===== src/rtl/start_gen_pkg.sv =====
// Shared constants and state encoding for the start-pulse generator and the
// 5-tap sequencer chain it drives.
package start_gen_pkg;

    localparam int CHAIN_DEPTH_DEF = 5;
    localparam int SPACING_DEF     = 5;
    localparam int TIMEOUT_DEF     = 16;
    localparam int CNT_W_DEF       = 8;

    typedef enum logic [2:0] {
        IDLE  = 3'd0,
        FIRE  = 3'd1,
        GAP   = 3'd2,
        DRAIN = 3'd3,
        DONE  = 3'd4
    } state_t;

endpackage


===== src/rtl/start_pulse_gen_if.sv =====
// Handshake, chain and status signals between the generator and its user.
interface start_pulse_gen_if
    import start_gen_pkg::*;
#(
    parameter int CNT_W = CNT_W_DEF
);
    logic             req;
    logic [CNT_W-1:0] burst_len;
    logic             abort;
    logic             echo;
    logic             start;
    logic             busy;
    logic             ack;
    logic             done;
    logic             timeout_err;
    logic [CNT_W-1:0] pulses_sent;

    modport master (
        output req, burst_len, abort, echo,
        input  start, busy, ack, done, timeout_err, pulses_sent
    );

    modport slave (
        input  req, burst_len, abort, echo,
        output start, busy, ack, done, timeout_err, pulses_sent
    );
endinterface


===== src/rtl/start_pulse_gen_hold_timer.sv =====
// Loadable down-counter that stops at zero; load has priority over enable.
module hold_timer #(
    parameter int W = 4
) (
    input  logic         clk,
    input  logic         reset,
    input  logic         load,
    input  logic [W-1:0] load_val,
    input  logic         en,
    output logic         zero
);

    logic [W-1:0] count_reg;

    always_ff @(posedge clk or posedge reset) begin
        if (reset) begin
            count_reg <= '0;
        end else if (load) begin
            count_reg <= load_val;
        end else if (en && (count_reg != '0)) begin
            count_reg <= count_reg - W'(1);
        end
    end

    assign zero = (count_reg == '0);

endmodule


===== src/rtl/start_pulse_gen.sv =====
// Burst generator for the DFF sequencer chain: spaced single-cycle starts,
// echo accounting on the last tap, and a drain timeout.
module start_pulse_gen
    import start_gen_pkg::*;
#(
    parameter int CHAIN_DEPTH = CHAIN_DEPTH_DEF,
    parameter int SPACING     = SPACING_DEF,
    parameter int CNT_W       = CNT_W_DEF,
    parameter int TIMEOUT     = TIMEOUT_DEF
) (
    input  logic              clk,
    input  logic              reset,
    start_pulse_gen_if.slave  bus
);

    // Clamp to the legal ranges so a bad override cannot make an echo unreachable.
    localparam int GAP_CYCLES   = (SPACING < 2) ? 2 : SPACING;
    localparam int DRAIN_CYCLES = (TIMEOUT > CHAIN_DEPTH) ? TIMEOUT : CHAIN_DEPTH + 1;
    localparam int TMR_MAX      = (DRAIN_CYCLES > GAP_CYCLES) ? DRAIN_CYCLES : GAP_CYCLES;
    localparam int TMR_W        = $clog2(TMR_MAX);
    localparam int N_TMR        = 2;
    localparam int T_GAP        = 0;
    localparam int T_DRAIN      = 1;

    state_t           state_reg, state_next;
    logic [CNT_W-1:0] remaining_reg, remaining_next;
    logic [CNT_W-1:0] pulses_sent_reg, pulses_sent_next;
    logic [CNT_W-1:0] echo_cnt_reg, echo_cnt_next;
    logic             timeout_err_reg, timeout_err_next;
    logic             ack_reg, ack_next;
    logic             gap_load, drain_load;

    logic [N_TMR-1:0] tmr_load, tmr_en, tmr_zero;
    logic [TMR_W-1:0] tmr_val [N_TMR];

    assign tmr_load[T_GAP]   = gap_load;
    assign tmr_load[T_DRAIN] = drain_load;
    assign tmr_en[T_GAP]     = (state_reg == GAP);
    assign tmr_en[T_DRAIN]   = (state_reg == DRAIN);
    assign tmr_val[T_GAP]    = TMR_W'(GAP_CYCLES - 2);
    assign tmr_val[T_DRAIN]  = TMR_W'(DRAIN_CYCLES - 1);

    genvar gi;
    generate
        for (gi = 0; gi < N_TMR; gi++) begin : g_tmr
            hold_timer #(.W(TMR_W)) u_tmr (
                .clk      (clk),
                .reset    (reset),
                .load     (tmr_load[gi]),
                .load_val (tmr_val[gi]),
                .en       (tmr_en[gi]),
                .zero     (tmr_zero[gi])
            );
        end
    endgenerate

    always_ff @(posedge clk or posedge reset) begin
        if (reset) begin
            state_reg       <= IDLE;
            remaining_reg   <= '0;
            pulses_sent_reg <= '0;
            echo_cnt_reg    <= '0;
            timeout_err_reg <= 1'b0;
            ack_reg         <= 1'b0;
        end else begin
            state_reg       <= state_next;
            remaining_reg   <= remaining_next;
            pulses_sent_reg <= pulses_sent_next;
            echo_cnt_reg    <= echo_cnt_next;
            timeout_err_reg <= timeout_err_next;
            ack_reg         <= ack_next;
        end
    end

    always_comb begin
        state_next       = state_reg;
        remaining_next   = remaining_reg;
        pulses_sent_next = pulses_sent_reg;
        echo_cnt_next    = echo_cnt_reg;
        timeout_err_next = timeout_err_reg;
        ack_next         = 1'b0;
        gap_load         = 1'b0;
        drain_load       = 1'b0;

        // Echo count saturates at the number of starts actually issued.
        if ((state_reg != IDLE) && bus.echo && (echo_cnt_reg < pulses_sent_reg)) begin
            echo_cnt_next = echo_cnt_reg + CNT_W'(1);
        end

        case (state_reg)
            IDLE: begin
                if (bus.req && !bus.abort) begin
                    remaining_next   = bus.burst_len;
                    pulses_sent_next = '0;
                    echo_cnt_next    = '0;
                    timeout_err_next = 1'b0;
                    ack_next         = 1'b1;
                    state_next       = (bus.burst_len == '0) ? DONE : FIRE;
                end
            end
            FIRE: begin
                remaining_next   = remaining_reg - CNT_W'(1);
                pulses_sent_next = pulses_sent_reg + CNT_W'(1);
                if (bus.abort) begin
                    state_next = DONE;
                end else if (remaining_reg > CNT_W'(1)) begin
                    state_next = GAP;
                    gap_load   = 1'b1;
                end else begin
                    state_next = DRAIN;
                    drain_load = 1'b1;
                end
            end
            GAP: begin
                if (bus.abort) begin
                    state_next = DONE;
                end else if (tmr_zero[T_GAP]) begin
                    state_next = FIRE;
                end
            end
            DRAIN: begin
                // An echo in the expiry cycle reloads the timer instead of timing out.
                if (bus.abort) begin
                    state_next = DONE;
                end else if (echo_cnt_next == pulses_sent_reg) begin
                    state_next = DONE;
                end else if (bus.echo) begin
                    drain_load = 1'b1;
                end else if (tmr_zero[T_DRAIN]) begin
                    timeout_err_next = 1'b1;
                    state_next       = DONE;
                end
            end
            DONE: begin
                state_next = IDLE;
            end
            default: begin
                state_next = IDLE;
            end
        endcase
    end

    assign bus.start       = (state_reg == FIRE);
    assign bus.busy        = (state_reg != IDLE);
    assign bus.done        = (state_reg == DONE);
    assign bus.ack         = ack_reg;
    assign bus.timeout_err = timeout_err_reg;
    assign bus.pulses_sent = pulses_sent_reg;

endmodule


===== src/flat_wrapper.sv =====
// flat-port wrapper written by rule: the top's interface ports become plain ports
module start_pulse_gen_flat import start_gen_pkg::*;
#(
    parameter int CHAIN_DEPTH = CHAIN_DEPTH_DEF,
    parameter int SPACING     = SPACING_DEF,
    parameter int CNT_W       = CNT_W_DEF,
    parameter int TIMEOUT     = TIMEOUT_DEF
)
  (clk, reset, bus_req, bus_burst_len, bus_abort, bus_echo, bus_start, bus_busy, bus_ack, bus_done, bus_timeout_err, bus_pulses_sent);
  start_pulse_gen_if #(.CNT_W(CNT_W)) bus_i ();
  input  logic clk;
  input  logic reset;
  input wire logic [$bits(bus_i.req)-1:0] bus_req;
  input wire logic [$bits(bus_i.burst_len)-1:0] bus_burst_len;
  input wire logic [$bits(bus_i.abort)-1:0] bus_abort;
  input wire logic [$bits(bus_i.echo)-1:0] bus_echo;
  output wire logic [$bits(bus_i.start)-1:0] bus_start;
  output wire logic [$bits(bus_i.busy)-1:0] bus_busy;
  output wire logic [$bits(bus_i.ack)-1:0] bus_ack;
  output wire logic [$bits(bus_i.done)-1:0] bus_done;
  output wire logic [$bits(bus_i.timeout_err)-1:0] bus_timeout_err;
  output wire logic [$bits(bus_i.pulses_sent)-1:0] bus_pulses_sent;
  assign bus_i.req = bus_req;
  assign bus_i.burst_len = bus_burst_len;
  assign bus_i.abort = bus_abort;
  assign bus_i.echo = bus_echo;
  assign bus_start = bus_i.start;
  assign bus_busy = bus_i.busy;
  assign bus_ack = bus_i.ack;
  assign bus_done = bus_i.done;
  assign bus_timeout_err = bus_i.timeout_err;
  assign bus_pulses_sent = bus_i.pulses_sent;
  start_pulse_gen #(.CHAIN_DEPTH(CHAIN_DEPTH), .SPACING(SPACING), .CNT_W(CNT_W), .TIMEOUT(TIMEOUT)) u_core (.clk(clk), .reset(reset), .bus(bus_i));
endmodule

===== config.mk =====
export PLATFORM = sky130hd
export DESIGN_NAME = start_pulse_gen_flat
export DESIGN_NICKNAME = d
export VERILOG_FILES = /design/src/rtl/start_gen_pkg.sv /design/src/rtl/start_pulse_gen_if.sv /design/src/rtl/start_pulse_gen_hold_timer.sv /design/src/rtl/start_pulse_gen.sv /design/src/flat_wrapper.sv
export SDC_FILE = /design/constraint.sdc
export NUM_CORES = 1
export LEC_CHECK = 0
export CORE_ASPECT_RATIO = 0.75
export CORE_MARGIN = 2
export CORE_UTILIZATION = 36
export CTS_CLUSTER_SIZE = 20
export DETAILED_ROUTE_END_ITERATION = 16
export PLACE_DENSITY = 0.54
export SETUP_SLACK_MARGIN = 0.02
export SYNTH_ARGS = -nofsm -noshare
export SYNTH_HDL_FRONTEND = slang
export SYNTH_SLANG_ARGS = --single-unit

===== constraint.sdc =====
create_clock -name clk -period 4.7 [get_ports clk]
set_input_delay 0.94 -clock clk [delete_from_list [all_inputs] [get_ports clk]]
set_output_delay 0.94 -clock clk [all_outputs]
set_load 0.05 [all_outputs]

# After elaboration in Yosys (flattened, before gate mapping)
# Cells that the tools add are included.
[word_totals]
register_bits = 37
output_inout_bits = 13
[classes]
n_lt_le_gt_ge = 2
reduce_logical = 20
mux = 39
eq_ne = 13
add_sub_neg = 5
[ops]
columns = ["cell", "count"]
rows = [
  ["2-to-1 mux 8 bit", 5],
  ["one-hot mux 8 bit (2 select lines)", 2],
  ["2-to-1 mux 3 bit", 9],
  ["adder 8 x 1 -> 8 bit (second input constant)", 2],
  ["2-to-1 mux 1 bit", 16],
  ["2-to-1 mux 4 bit", 4],
  ["one-hot mux 3 bit (4 select lines)", 1],
  ["== test 8 bit", 1],
  ["greater-than comparator 8 x 1 -> 1 bit (second input constant)", 1],
  ["zero test 4 bit", 2],
  ["zero test 8 bit", 1],
  ["less-than comparator 8 bit", 1],
  ["nonzero test 2 bit", 4],
  ["nonzero test 4 bit", 2],
  ["subtractor 4 x 1 -> 4 bit (second input constant)", 2],
  ["subtractor 8 x 1 -> 8 bit (second input constant)", 1],
  ["== test 3 x 2 -> 1 bit (second input constant)", 2],
  ["inequality test 2 bit (second input constant)", 3],
  ["AND reduction 6 bit", 1],
  ["logical AND 1 bit", 5],
  ["inequality test 2 x 1 -> 1 bit (second input constant)", 2],
  ["inequality test 4 x 2 -> 1 bit (second input constant)", 1],
  ["inequality test 4 x 3 -> 1 bit (second input constant)", 1],
  ["one-hot mux 1 bit (2 select lines)", 2],
  ["other kinds (8)", 8],
]

# Longest topological paths before layout
[depth]
ltp_word = 9
depth_mapped = 10

# Cells and area by module
# From an unflattened synthesis, not the netlist that was laid out.
[hier_totals]
cells_unflattened = 292
area_unflattened_um2 = 2611.3
[by_module_without_submodules]
columns = ["mod", "seq_area_each_um2", "instances", "cells_per_inst", "area_per_inst_um2"]
rows = [
  ["start_pulse_gen", 725.7, 1, 236, 2088.3],
  ["hold_timer", 100.1, 2, 28, 261.5],
]

# Least setup slack after synthesis
# No wires, ideal clock.
[synth_path]
path_type = "register to register"
startpoint = "reg u_core.pulses_sent_reg[6] (netlist: u_core.bus.pulses_sent[6])"
endpoint = "reg u_core.state_reg[2]"
t_required_ps = 4580
arrival_ps = 2839
path_slack_ps = 1742
period_less_slack_ps = 2958
path_stages_with_launch = 11
setup_ps = 120
path_cell_list = "dfrtp_1 inv_1 ha_1 a21o_1 a2111oi_4 o21ai_2 buf_6 o31a_2 nor3_2 nor4_4 a31o_1"
[synth_via]
elab_chain_cells = 7
word_cells_on_any_way = 10
classes_between = "order compare: 1; eq/ne: 3; mux: 4; reduce/logical: 2"
[synth_lines]
columns = ["item", "line_no", "rtl"]
rows = [
  ["start: declaration", "start_pulse_gen.sv:27", "logic [CNT_W-1:0] pulses_sent_reg, pulses_sent_next;"],
  ["start signal: assignment", "start_pulse_gen.sv:68", "pulses_sent_reg <= pulses_sent_next;"],
  ["less-than comparator 8 bit", "start_pulse_gen.sv:86", "if ((state_reg != IDLE) && bus.echo && (echo_cnt_reg < pulses_sent_reg)) begin"],
  ["logical AND 1 bit", "start_pulse_gen.sv:86", ""],
  ["2-to-1 mux 8 bit", "start_pulse_gen.sv:86", ""],
  ["== test 8 bit *", "start_pulse_gen.sv:125", "end else if (echo_cnt_next == pulses_sent_reg) begin"],
  ["2-to-1 mux 3 bit", "start_pulse_gen.sv:125", ""],
  ["2-to-1 mux 3 bit", "start_pulse_gen.sv:123", "if (bus.abort) begin"],
  ["one-hot mux 3 bit (4 select lines)", "start_pulse_gen.sv:90", "case (state_reg)"],
  ["end signal: assignment", "start_pulse_gen.sv:66", "state_reg <= state_next;"],
  ["end: declaration", "start_pulse_gen.sv:25", "state_t state_reg, state_next;"],
]
# Mark *: on every way between the ends. The rest lies on a longest branch, timed or not.
# A chain may end at the register's enable or synchronous reset.

# Worst setup path after layout
[layout_path]
startpoint = "reg u_core.state_reg[1]"
endpoint = "out bus_start"
[layout_via]
elab_chain_cells = 1
[layout_lines]
columns = ["item", "line_no", "rtl"]
rows = [
  ["== test 3 x 1 -> 1 bit", "start_pulse_gen.sv:143", "assign bus.start = (state_reg == FIRE);"],
  ["end: declaration", "flat_wrapper.sv:17", "output wire logic [$bits(bus_i.start)-1:0] bus_start;"],
]
# Every way passes these cells.

==> flow_summary.json <==
{
  "outcome": "complete, no violations",
  "grt_pass1_vias": 2012,
  "crit_path_max_fanout": 15,
  "die_x_um": 101,
  "place_hpwl_um": 4760,
  "synth.distinct_cells": 60,
  "initial_utilization": 0.373,
  "cts_tree": "yes",
  "root_buffer": "clkbuf_8",
  "clock.fmax_mhz": 280,
  "multi_input_area_mm2": 0.00150,
  "die_area_mm2": 0.00778,
  "synth.top_cells.by_count": "dfrtp_1, nand2_1, nor2_1, inv_1, o21ai_0",
  "min_period_over_period": 0.760,
  "endpoint_kind": "output pin",
  "yosysMostFrequentCell": "dfrtp_1",
  "postCtsSetupRepairBufs": 0,
  "async_flop_share": 1.00,
  "ys_ff_latch": 37,
  "insertion_delay_ps": 300,
  "cap_violations": 0,
  "clk_pin_slew_ps": 90,
  "maxSlewViolCount": 0,
  "vias": 2175,
  "synthFlopType": "dfrtp_1",
  "yosysTopAreaCellShare": 0.363,
  "routed_wl_um": 6330,
  "seq_area_um2": 926,
  "syn-mean-instance-area_um2": 8.79,
  "drc": 0,
  "pwr_density_cell_mw_per_mm2": 562,
  "max_slew.worst_pin.slew_ps": 1060,
  "netlist_area_mm2": 0.00255,
  "wl_per_cell_um": 15.9,
  "worst_slack_ps": 1130,
  "place_ws_ps": 1270,
  "ios": 26,
  "setup_violations": 0,
  "hp-class": "register to register",
  "grt.busiest_layer": "met1",
  "syn-num-nets": 316,
  "cts_sinks": 37,
  "insertedDiodeCount": 0,
  "fillers": 704,
  "gp_congestion": 0.816,
  "grtUsageMet3": 0.0310,
  "h-tree-depth": 2,
  "firstDrtPassIters": 4,
  "numPortBuffers": 25,
  "synth_edf_count": 0,
  "grt_max_degree": 27,
  "grtUsageTotal": 0.176,
  "core_area_mm2": 0.00683,
  "final-hold-violation-count": 0,
  "p_leak_uw": 0.00125,
  "syn2layout_area_growth_pct": 16.2,
  "use_met1": 0.286,
  "syn_inst": 290,
  "nets": 340,
  "cts_made_buffers": 5,
  "synth_top_cell_by_area": "dfrtp_1",
  "peakVddDrop_v": 0.000284,
  "drive_gt1_frac": 0.0921,
  "yosysSeqAreaShare": 0.363,
  "globalRouteMet2Util": 0.236,
  "path_class": "register to output pin",
  "cts_hold_buf": 0,
  "die_h_um": 76.9,
  "grt_antenna_before_repair": 0,
  "gr-total-overflow": 0,
  "ctsResizeCount": 0,
  "synthTopCellsByArea": "dfrtp_1, ha_1, nand2_1, nor2_1, xnor2_1",
  "drt_iter0_markers": 120,
  "timing.slew.headroom": 0.293,
  "cp.required_ps": 3760,
  "skew_ps": 18.2,
  "drtAntennaViolNets": 0,
  "period_minus_slack_ps": 3570,
  "grt_pass1_wl_um": 10800,
  "yosysWarnings": 0,
  "cp-start-kind": "register",
  "worstPathArrival_ps": 2630,
  "tns_ps": 0,
  "rsz0062_at_grt": "no",
  "clk_path_buf_depth": 2,
  "row_count": 26,
  "vias_per_cell": 5.45
}
## through the flow
stage               total power, µW  hold WS, ps  area, µm²  utilization  std cells
finish                         1670          514       2960        0.434        399
global route                   1820          556       2960        0.434        399
CTS                            1670          527       2960        0.434        399
global placement               1440          499       2880        0.421        391
floorplan                      1200          472       2550            -        290
detailed placement             1440          503       2880        0.421        391
## metal layers
| metal | routed length [µm] | vias up |
|---|---|---|
| li1 | - | 1090 |
| met5 | 0 | - |
| met2 | 2520 | 44 |
| met3 | 252 | 6 |
| met1 | 3500 | 1035 |
| met4 | 57 | 0 |
## final cells by class
class	count	area share
inverters	20	0.0253
flip-flops and latches	37	0.313
repair buffers	28	0.0921
clock inverters	3	0.00591
multi-input cells	222	0.505
clock buffers	5	0.0232
well taps	84	0.0355
## kinds of logic after synthesis
logic type | after synthesis | share of synthesized area
compound gates | 66 | 0.184
xor+xnor | 18 | 0.0780
fa+ha+maj | 14 | 0.0677
buf+inv | 31 | 0.0496
flops | 37 | 0.363
mux | 1 | 0.00393
simple gates | 123 | 0.254
## path summary, 6_finish.rpt
kind / startpoint / end / slack (ps) / cells past startpoint
setup reg to reg: u_core.bus.pulses_sent[6] / u_core.state_reg[1] / 1700 / 9
max in group asynchronous: reset / u_core.remaining_reg[5] / 2720 / 3
setup / recovery: u_core.state_reg[1] / bus_start / 1130 / 4
hold / removal: u_core.remaining_reg[4] / u_core.remaining_reg[4] / 510 / 1
min in group asynchronous: reset / u_core.remaining_reg[7] / 1200 / 2
hold reg to reg: u_core.remaining_reg[4] / u_core.remaining_reg[4] / 510 / 1
## worst max-delay path, stage by stage, from the launching register on
cell and delay [ps]:
dfrtp_1 450, nand2b_1 180, or2_2 410, inv_1 390, clkdlybuf4s50_1 890
## placed cells by master (no fill, tap or decap), drive strengths merged, types with 7 or more instances in the layout
cell,netlist,final
o21ai,21,21
dfrtp,37,37
nand3,7,7
nor3,15,15
nor2,33,33
xnor2,12,12
nor4,7,7
nand2,35,35
ha,13,13
clkdlybuf4s50,0,25
inv,20,20
a21oi,8,8
## report_power, final
part	internal (µW)	total, µW	switching (µW)
Clock	103	226	123
Combinational	344	904	560
Sequential	414	536	122
No activity file was read; power rests on OpenSTA's default activity.
